## src/rtl/ppm_frame_generator_if.sv

```systemverilog
// ppm_frame_generator_if: host/encoder bundle for the PPM frame generator
// Ports: width_in, enable, update (host -> encoder); ppm_out, frame_start, busy, failsafe (encoder -> host)
interface ppm_frame_generator_if #(
  parameter int NUM_CH = 8
);
  logic [8*NUM_CH-1:0] width_in;
  logic                enable;
  logic                update;
  logic                ppm_out;
  logic                frame_start;
  logic                busy;
  logic                failsafe;
  modport master (
    output width_in, enable, update,
    input  ppm_out, frame_start, busy, failsafe
  );
  modport slave (
    input  width_in, enable, update,
    output ppm_out, frame_start, busy, failsafe
  );
endinterface

```

## src/rtl/ppm_frame_generator.sv

```systemverilog
// ppm_frame_generator: serialises NUM_CH 8-bit channel widths into a PPM stream (255 ticks = 1 ms)
// Ports: clk_255kHz tick clock, reset sync active-high, bus (slave) carrying width_in/enable/update in and ppm_out/frame_start/busy/failsafe out
// Option: define PPM_FAILSAFE_EN to add the update watchdog that substitutes neutral widths
module ppm_frame_generator #(
  parameter int NUM_CH      = 8,
  parameter int GAP_TICKS   = 77,
  parameter int FRAME_TICKS = 5738,
  parameter int FS_TICKS    = 25500
) (
  input logic                 clk_255kHz,
  input logic                 reset,
  ppm_frame_generator_if.slave bus
);
  localparam int CW = NUM_CH > 1 ? $clog2(NUM_CH) : 1;
  localparam logic [CW-1:0] LAST_CH   = CW'(NUM_CH - 1);
  localparam logic [9:0]    GAP_END   = 10'(GAP_TICKS - 1);
  localparam logic [12:0]   FRAME_END = 13'(FRAME_TICKS - 1);
  if (NUM_CH < 1 || NUM_CH > 12 || GAP_TICKS < 1 || GAP_TICKS > 254 ||
      FRAME_TICKS < NUM_CH*510 + GAP_TICKS + 255 || FRAME_TICKS > 8192 ||
      FS_TICKS < 1 || FS_TICKS > 32767) begin : g_cfg_check
    $error("ppm_frame_generator: illegal parameter combination");
  end
  typedef enum logic [2:0] {IDLE, GAP, MARK, ENDGAP, SYNC} state_e;
  state_e        state_q;
  logic [CW-1:0] ch_q;
  logic [9:0]    slot_q;
  logic [12:0]   frame_q;
  logic [7:0]    wid_q [NUM_CH];
  logic          ppm_q, start_q, busy_q, fs_q;
  logic          frame_end, go, fresh;
  logic [9:0]    mark_end;
  // slot_q counts from the falling edge, so the mark ends at slot 255+w-1
  always_comb begin
    frame_end = state_q == SYNC && frame_q == FRAME_END;
    go        = bus.enable && (state_q == IDLE || frame_end);
    mark_end  = 10'd254 + {2'b00, wid_q[ch_q]};
  end
`ifdef PPM_FAILSAFE_EN
  logic [14:0] wd_q;
  // an update on the latch cycle itself counts as fresh data
  always_comb fresh = bus.update || wd_q != 15'(FS_TICKS);
  always_ff @(posedge clk_255kHz) begin
    if (reset || bus.update) wd_q <= '0;
    else if (wd_q != 15'(FS_TICKS)) wd_q <= wd_q + 15'd1;
  end
`else
  always_comb fresh = 1'b1;
`endif
  always_ff @(posedge clk_255kHz) begin
    if (reset) begin
      state_q <= IDLE;
      ch_q    <= '0;
      slot_q  <= '0;
      frame_q <= '0;
      ppm_q   <= 1'b1;
      start_q <= 1'b0;
      busy_q  <= 1'b0;
      fs_q    <= 1'b0;
      for (int i = 0; i < NUM_CH; i++) wid_q[i] <= 8'd127;
    end else begin
      start_q <= go;
      if (go) begin
        state_q <= GAP;
        ch_q    <= '0;
        slot_q  <= '0;
        frame_q <= '0;
        ppm_q   <= 1'b0;
        busy_q  <= 1'b1;
        fs_q    <= ~fresh;
        for (int i = 0; i < NUM_CH; i++) wid_q[i] <= fresh ? bus.width_in[8*i +: 8] : 8'd127;
      end else begin
        if (state_q != IDLE) frame_q <= frame_q + 13'd1;
        if (state_q inside {GAP, MARK, ENDGAP}) slot_q <= slot_q + 10'd1;
        case (state_q)
          GAP: if (slot_q == GAP_END) begin
            state_q <= MARK;
            ppm_q   <= 1'b1;
          end
          MARK: if (slot_q == mark_end) begin
            state_q <= ch_q == LAST_CH ? ENDGAP : GAP;
            ch_q    <= ch_q == LAST_CH ? ch_q : ch_q + 1'b1;
            slot_q  <= '0;
            ppm_q   <= 1'b0;
          end
          ENDGAP: if (slot_q == GAP_END) begin
            state_q <= SYNC;
            ppm_q   <= 1'b1;
          end
          SYNC: if (frame_end) begin
            state_q <= IDLE;
            busy_q  <= 1'b0;
            frame_q <= '0;
            slot_q  <= '0;
            ch_q    <= '0;
          end
          default: ;
        endcase
      end
    end
  end
  assign bus.ppm_out     = ppm_q;
  assign bus.frame_start = start_q;
  assign bus.busy        = busy_q;
  assign bus.failsafe    = fs_q;
endmodule

```

## src/flat_wrapper.sv

```systemverilog
// flat-port wrapper written by rule: the top's interface ports become plain ports
module ppm_frame_generator_flat 
#(
  parameter int NUM_CH      = 8,
  parameter int GAP_TICKS   = 77,
  parameter int FRAME_TICKS = 5738,
  parameter int FS_TICKS    = 25500
)
  (clk_255kHz, reset, bus_width_in, bus_enable, bus_update, bus_ppm_out, bus_frame_start, bus_busy, bus_failsafe);
  ppm_frame_generator_if #(.NUM_CH(NUM_CH)) bus_i ();
  input logic clk_255kHz;
  input logic reset;
  input wire logic [$bits(bus_i.width_in)-1:0] bus_width_in;
  input wire logic [$bits(bus_i.enable)-1:0] bus_enable;
  input wire logic [$bits(bus_i.update)-1:0] bus_update;
  output wire logic [$bits(bus_i.ppm_out)-1:0] bus_ppm_out;
  output wire logic [$bits(bus_i.frame_start)-1:0] bus_frame_start;
  output wire logic [$bits(bus_i.busy)-1:0] bus_busy;
  output wire logic [$bits(bus_i.failsafe)-1:0] bus_failsafe;
  assign bus_i.width_in = bus_width_in;
  assign bus_i.enable = bus_enable;
  assign bus_i.update = bus_update;
  assign bus_ppm_out = bus_i.ppm_out;
  assign bus_frame_start = bus_i.frame_start;
  assign bus_busy = bus_i.busy;
  assign bus_failsafe = bus_i.failsafe;
  ppm_frame_generator #(.NUM_CH(NUM_CH), .GAP_TICKS(GAP_TICKS), .FRAME_TICKS(FRAME_TICKS), .FS_TICKS(FS_TICKS)) u_core (.clk_255kHz(clk_255kHz), .reset(reset), .bus(bus_i));
endmodule
```

## config.mk

```make
export PLATFORM = sky130hd
export DESIGN_NAME = ppm_frame_generator_flat
export DESIGN_NICKNAME = d
export VERILOG_FILES = /design/src/rtl/ppm_frame_generator_if.sv /design/src/rtl/ppm_frame_generator.sv /design/src/flat_wrapper.sv
export SDC_FILE = /design/constraint.sdc
export NUM_CORES = 1
export LEC_CHECK = 0
export CAP_MARGIN = 20
export CORE_MARGIN = 2
export CORE_UTILIZATION = 28
export CTS_CLUSTER_SIZE = 16
export DETAILED_ROUTE_END_ITERATION = 8
export SLEW_MARGIN = 15
export SYNTH_ARGS = -nofsm -noshare
export SYNTH_HDL_FRONTEND = slang
export SYNTH_SLANG_ARGS = --single-unit
```

## constraint.sdc

```tcl
create_clock -name clk_255kHz -period 7.4 [get_ports clk_255kHz]
set_clock_uncertainty 0.2 [all_clocks]
set_input_delay 1.85 -clock clk_255kHz [delete_from_list [all_inputs] [get_ports clk_255kHz]]
set_output_delay 1.85 -clock clk_255kHz [all_outputs]
set_load 0.005 [all_outputs]
```

-- After elaboration in Yosys (flattened, before gate mapping)
Memories as Yosys holds them, arrays and structs flattened. A register that Yosys moved wholly into a read port is not among the register bits.
Cells that the tools add are included.
- register bits after elaboration: 32
- bits in writable memories: 64
- output and inout bits: 4
- logic and storage cells: 97
- memories kept: 1
- memory list (memory ; depth ; width ; rd ports ; clocked after memory_dff ; wr ports ; line ; RTL):
    u_core.wid_q ; 8 ; 8 ; 1 ; 1 ; 8 ; ppm_frame_generator.sv:28 ; logic [7:0] wid_q [NUM_CH];
- add/sub/neg operators: 4
- equal/unequal tests: 18
- mux-type cells: 39
- bitwise gates (word level): 8
- reductions and logical operators: 19
- operator list (operator ; count):
    $mux W8 ; 8
    $mux W13 ; 3
    $mux W10 ; 3
    $mux W3 ; 8
    $pmux W10 S2 ; 1
    $add A13 B1 Y13 const B ; 1
    $eq A13 B13 Y1 const B ; 1
    $mux W1 ; 12
    $pmux W3 S4 ; 1
    $add A10 B1 Y10 const B ; 1
    $eq A10 B10 Y1 ; 1
    $eq A10 B7 Y1 const B ; 1
    $reduce_and A5 Y1 ; 2
    $add A8 B8 Y9 const A ; 1
    $ne A3 B2 Y1 const B ; 3
    $reduce_bool A3 Y1 ; 3
    $ne A2 B2 Y1 const B ; 4
    $or A1 B1 Y1 ; 8
    $eq A3 B2 Y1 const B ; 2
    $eq A3 B3 Y1 const B ; 2
    $ne A3 B1 Y1 const B ; 2
    $pmux W3 S2 ; 1
    $reduce_bool A2 Y1 ; 3
    $reduce_bool A5 Y1 ; 1
    13 further kinds ; 15

-- Longest topological paths before layout
- depth after elaboration: 8
- mapped depth: 10
- gate-level depth less buffers: 10

-- Worst setup path before layout
OpenSTA, ideal clock, no wires.
- kind: input -> register
- start: input reset
- end: register u_core.frame_q[10]
- setup time: 0.128 ns
- data arrival time: 4.406 ns
- path slack: 2.667 ns
- cell stages on the path: 5
- buffers on the path: 2
- path through: clkbuf_1 > nand2b_1 > nand2b_1 > clkbuf_1 > nor2_1
- word-level cells in the longest chain between the ends: 1
- ends and longest elaborated chain (what ; line ; RTL):
    start: declaration ; flat_wrapper.sv:12 ; input logic reset;
    $reduce_or A2 Y1 (no source line) ; n/a ;
    end signal: assignment ; ppm_frame_generator.sv:72 ; if (state_q != IDLE) frame_q <= frame_q + 13'd1;
    end: declaration ; ppm_frame_generator.sv:27 ; logic [12:0] frame_q;
No other way between the ends.
A chain may end at the register's enable or synchronous reset.

==> flow_summary_export.csv <==
group,metric,value,unit
clock_tree,postCtsHoldBufs,0,
logic_synthesis,synth_simple_gate_area_share,20.19,%
global_routing,grt_pass1_vias,3261,
place,gp_congestion,0.7765,
drt,first_pass_iters,4,
run_status,outcome,"completed",
sta,grt_setup_unrepaired,"false",
layout,num_antenna_cells,0,
sta,slew_headroom,40.08,%
logic_synthesis,synth_top_area_share,38.71,%
power,power.density,208.1,nW/um^2
power,peakVddDrop,0.1109,mV
drt,vias,3266,
global_routing,grt_overflow,0,
global_routing,grt_use_met2,18.60,%
logic_synthesis,synth_fa_ha_area_share,1.764,%
critical_path,critical_path_class,"in2reg",
logic_synthesis,synth_top_area_cell,"edfxtp_1",
clock_tree,cts_max_path_buffers,2,
sta,worst_pin_slew,0.8975,ns
clock_tree,cts-resized-gates,0,
logic_synthesis,ys_seq_elements,99,
power,totalPowerFinal,1.279,mW
sta,clock.fmax,251.9,MHz
place,detailed_place_hpwl,7.143,mm
logic_synthesis,synthMuxAreaShare,11.44,%
critical_path,endpoint_kind,"register",
logic_synthesis,synth_top_family_by_area,"simple AND/OR/NAND/NOR gates",
run,maxCapViolations,0,
global_routing,antenna_found_initial,0,
die,die_h,137.2,um
sta,fin_crit,3.971,ns
critical_path,ff2ff_path_depth,9,
die,io_pins,72,
drt,drc,0,
critical_path,crit_start,"bus_enable",
layout,final_area,6148,um^2
clock_tree,clk_pin_slew_worst_paths,0.07,ns
clock_tree,clock_sinks,99,
critical_path,r2r_setup_slack,3.59,ns
critical_path,worstPathRequired,7.18,ns
hold_path,min_path_type,"reg2reg",
sta,post-route-period-util,53.66,%
sta,slew_viol_final,0,
hold_path,whs_path_depth,2,
clock_tree,root_buffer,"clkbuf_16",
logic_synthesis,syn-cell-area,4965,um^2
sta,setup_tns,0,ns
sta,setup_viol,0,
power,p_clk_share,39.3,%
logic_synthesis,synth_cell_types,62,
place,place_area,5823,um^2
clock_tree,cts_setup_buffers,0,
logic_synthesis,async_reset_ff_share,0,%
global_routing,use_met3,1.778,%
die,die_area,18810,um^2
critical_path,reg2reg_to,"u_core.ch_q[2]",
drt,wl_per_cell,14.16,um
clock_tree,cts_tree,"built",
drt,wirelength,9.843,mm
clock_tree,cts_made_buffers,9,
global_routing,busiest_layer,"met2",
logic_synthesis,ys_top_cells_by_area,"edfxtp_1, dfxtp_1, or3_1",
die,row_count,48,
die,die_x,137.2,um
critical_path,critical_path.max_fanout,61,
die,start_util,28.70,%
layout,final_cell_mix,"clkdlybuf4s50_1, edfxtp_1, or3_1, dfxtp_1, nor2_1",
logic_synthesis,yosysWarningCount,0,
power,combPwrFrac,11.0,%
critical_path,endpoint,"u_core.wid_q[5][3]",
drt,first_iter_violations,91,
clock_tree,clk_latency,0.34,ns
layout,fin_nets,540,
layout,final_common_cell,"clkdlybuf4s50_1",
logic_synthesis,ys_seq_area_share,52.82,%
logic_synthesis,ys.flop_type,"edfxtp_1",
layout,synthToLayoutAreaGrowth,23.84,%
global_routing,grt_util_met1,13.96,%
power,switching_share,22.41,%
place,port_buffers,69,
sta,hold_viol_final,0,
drt,ant_nets,0,
logic_synthesis,synth_xor_area_share,5.116,%
critical_path,critPathArrivalTime,3.75,ns
global_routing,gr-usage-all-layers,10.92,%
logic_synthesis,synth_edf_count,64,
power,p_seq_share,49.7,%
logic_synthesis,syn_area_per_cell,12.26,um^2
die,core_area,17300,um^2
drt,vias_per_cell,4.699,
logic_synthesis,synth_fp_nets,480,
logic_synthesis,synth_compound_area_share,5.192,%
layout,drive_above_1_share,12.98,%
critical_path,start_kind,"primary input",
power,internal_power,0.9927,mW
global_routing,grt_max_degree,64,
global_routing,grt_pass1_wl,15.97,mm
power,switchingPower,0.2867,mW
power,p_leak,1.889,nW
layout,fill_cells,1702,
logic_synthesis,synth_cells,405,
clock_tree,cts_max_level,3,
sta,hold_ws,0.2801,ns
[cells in the mapped netlist (all sizes together) (2+ instances only)]
master   number
ha            7
and3          4
edfxtp       64
or3          46
o21ai         6
nand2b        5
a2111oi       2
a211oi        2
or2          14
a31oi         2
inv           8
mux4         13
nand3b        2
o21bai        3
dfxtp        35
nand3        12
nor2b         4
nor3          3
and2b         2
clkbuf       15
buf           8
mux2          2
and2          7
xor2         15
nand4         6
mux2i        18
nor4b         3
nand2        22
nor4          5
a21oi         4
nor2         34
xnor2        14
[per-stage QoR]
step	instances	setup WS [ns]	util, %
detailed placement	679	3.043	33.67
global route	695	3.268	35.55
global placement	679	3.086	33.67
finish	695	3.429	35.55
floorplan	405	2.667	-
CTS	695	3.418	35.55
[worst min-delay path by stage]
stage | startpoint | end
floorplan | u_core.bus.busy | u_core.bus.busy
global placement | u_core.bus.busy | u_core.bus.busy
detailed placement | u_core.bus.busy | u_core.bus.busy
CTS | u_core.bus.busy | u_core.bus.busy
global route | u_core.bus.busy | u_core.bus.busy
finish | u_core.bus.busy | u_core.bus.busy
[cells by family (layout without fill, tap and decap cells)]
kind of cell	count (synthesis)	in the layout
compound gates	30	30
buf+inv	31	96
flops	99	99
other cells	1	1
mux	33	33
xor+xnor	29	29
fa+ha+maj	7	7
simple gates	175	175
[area by class of cell]
cell class,count,area [um^2],share of cell area (%)
multi-input cells,275,2176,35.39
inverters,8,30.03,0.4884
repair buffers,72,713.2,11.60
clock inverters,7,100.1,1.628
well taps,225,281.5,4.579
clock buffers,9,225.2,3.663
flip-flops and latches,99,2623,42.65
[sequential cells by signal, summed over array words and instances (netlist names), named ones only]
signal	flops
u_core.wid_q	64
u_core.bus.busy	1
u_core.bus.ppm_out	1
u_core.ch_q	3
u_core.frame_q	13
u_core.state_q	3
u_core.slot_q	10
u_core.bus.frame_start	1
[critical path: stages]
cell and delay, ns:
clkdlybuf4s50_1 0.46, a21bo_2 0.46, nand2b_2 0.29, buf_4 0.64
[routing by layer]
metal  share of wire (%)  vias to the layer above
met5                   0                        -
met4                 1.5                        0
met3                 3.5                       11
met2                  51                       67
met1                  44                     1574
li1                    -                     1614
[power by group through the flow]
stage               clock network [mW]  logic, mW  registers [mW]
finish                           0.502      0.141           0.636
global route                     0.532      0.156           0.639
CTS                              0.514      0.144           0.636
detailed placement                   0      0.143           0.649
global placement                     0      0.139           0.647
floorplan                            0     0.0832           0.646
(Power assumes the default switching activity.)
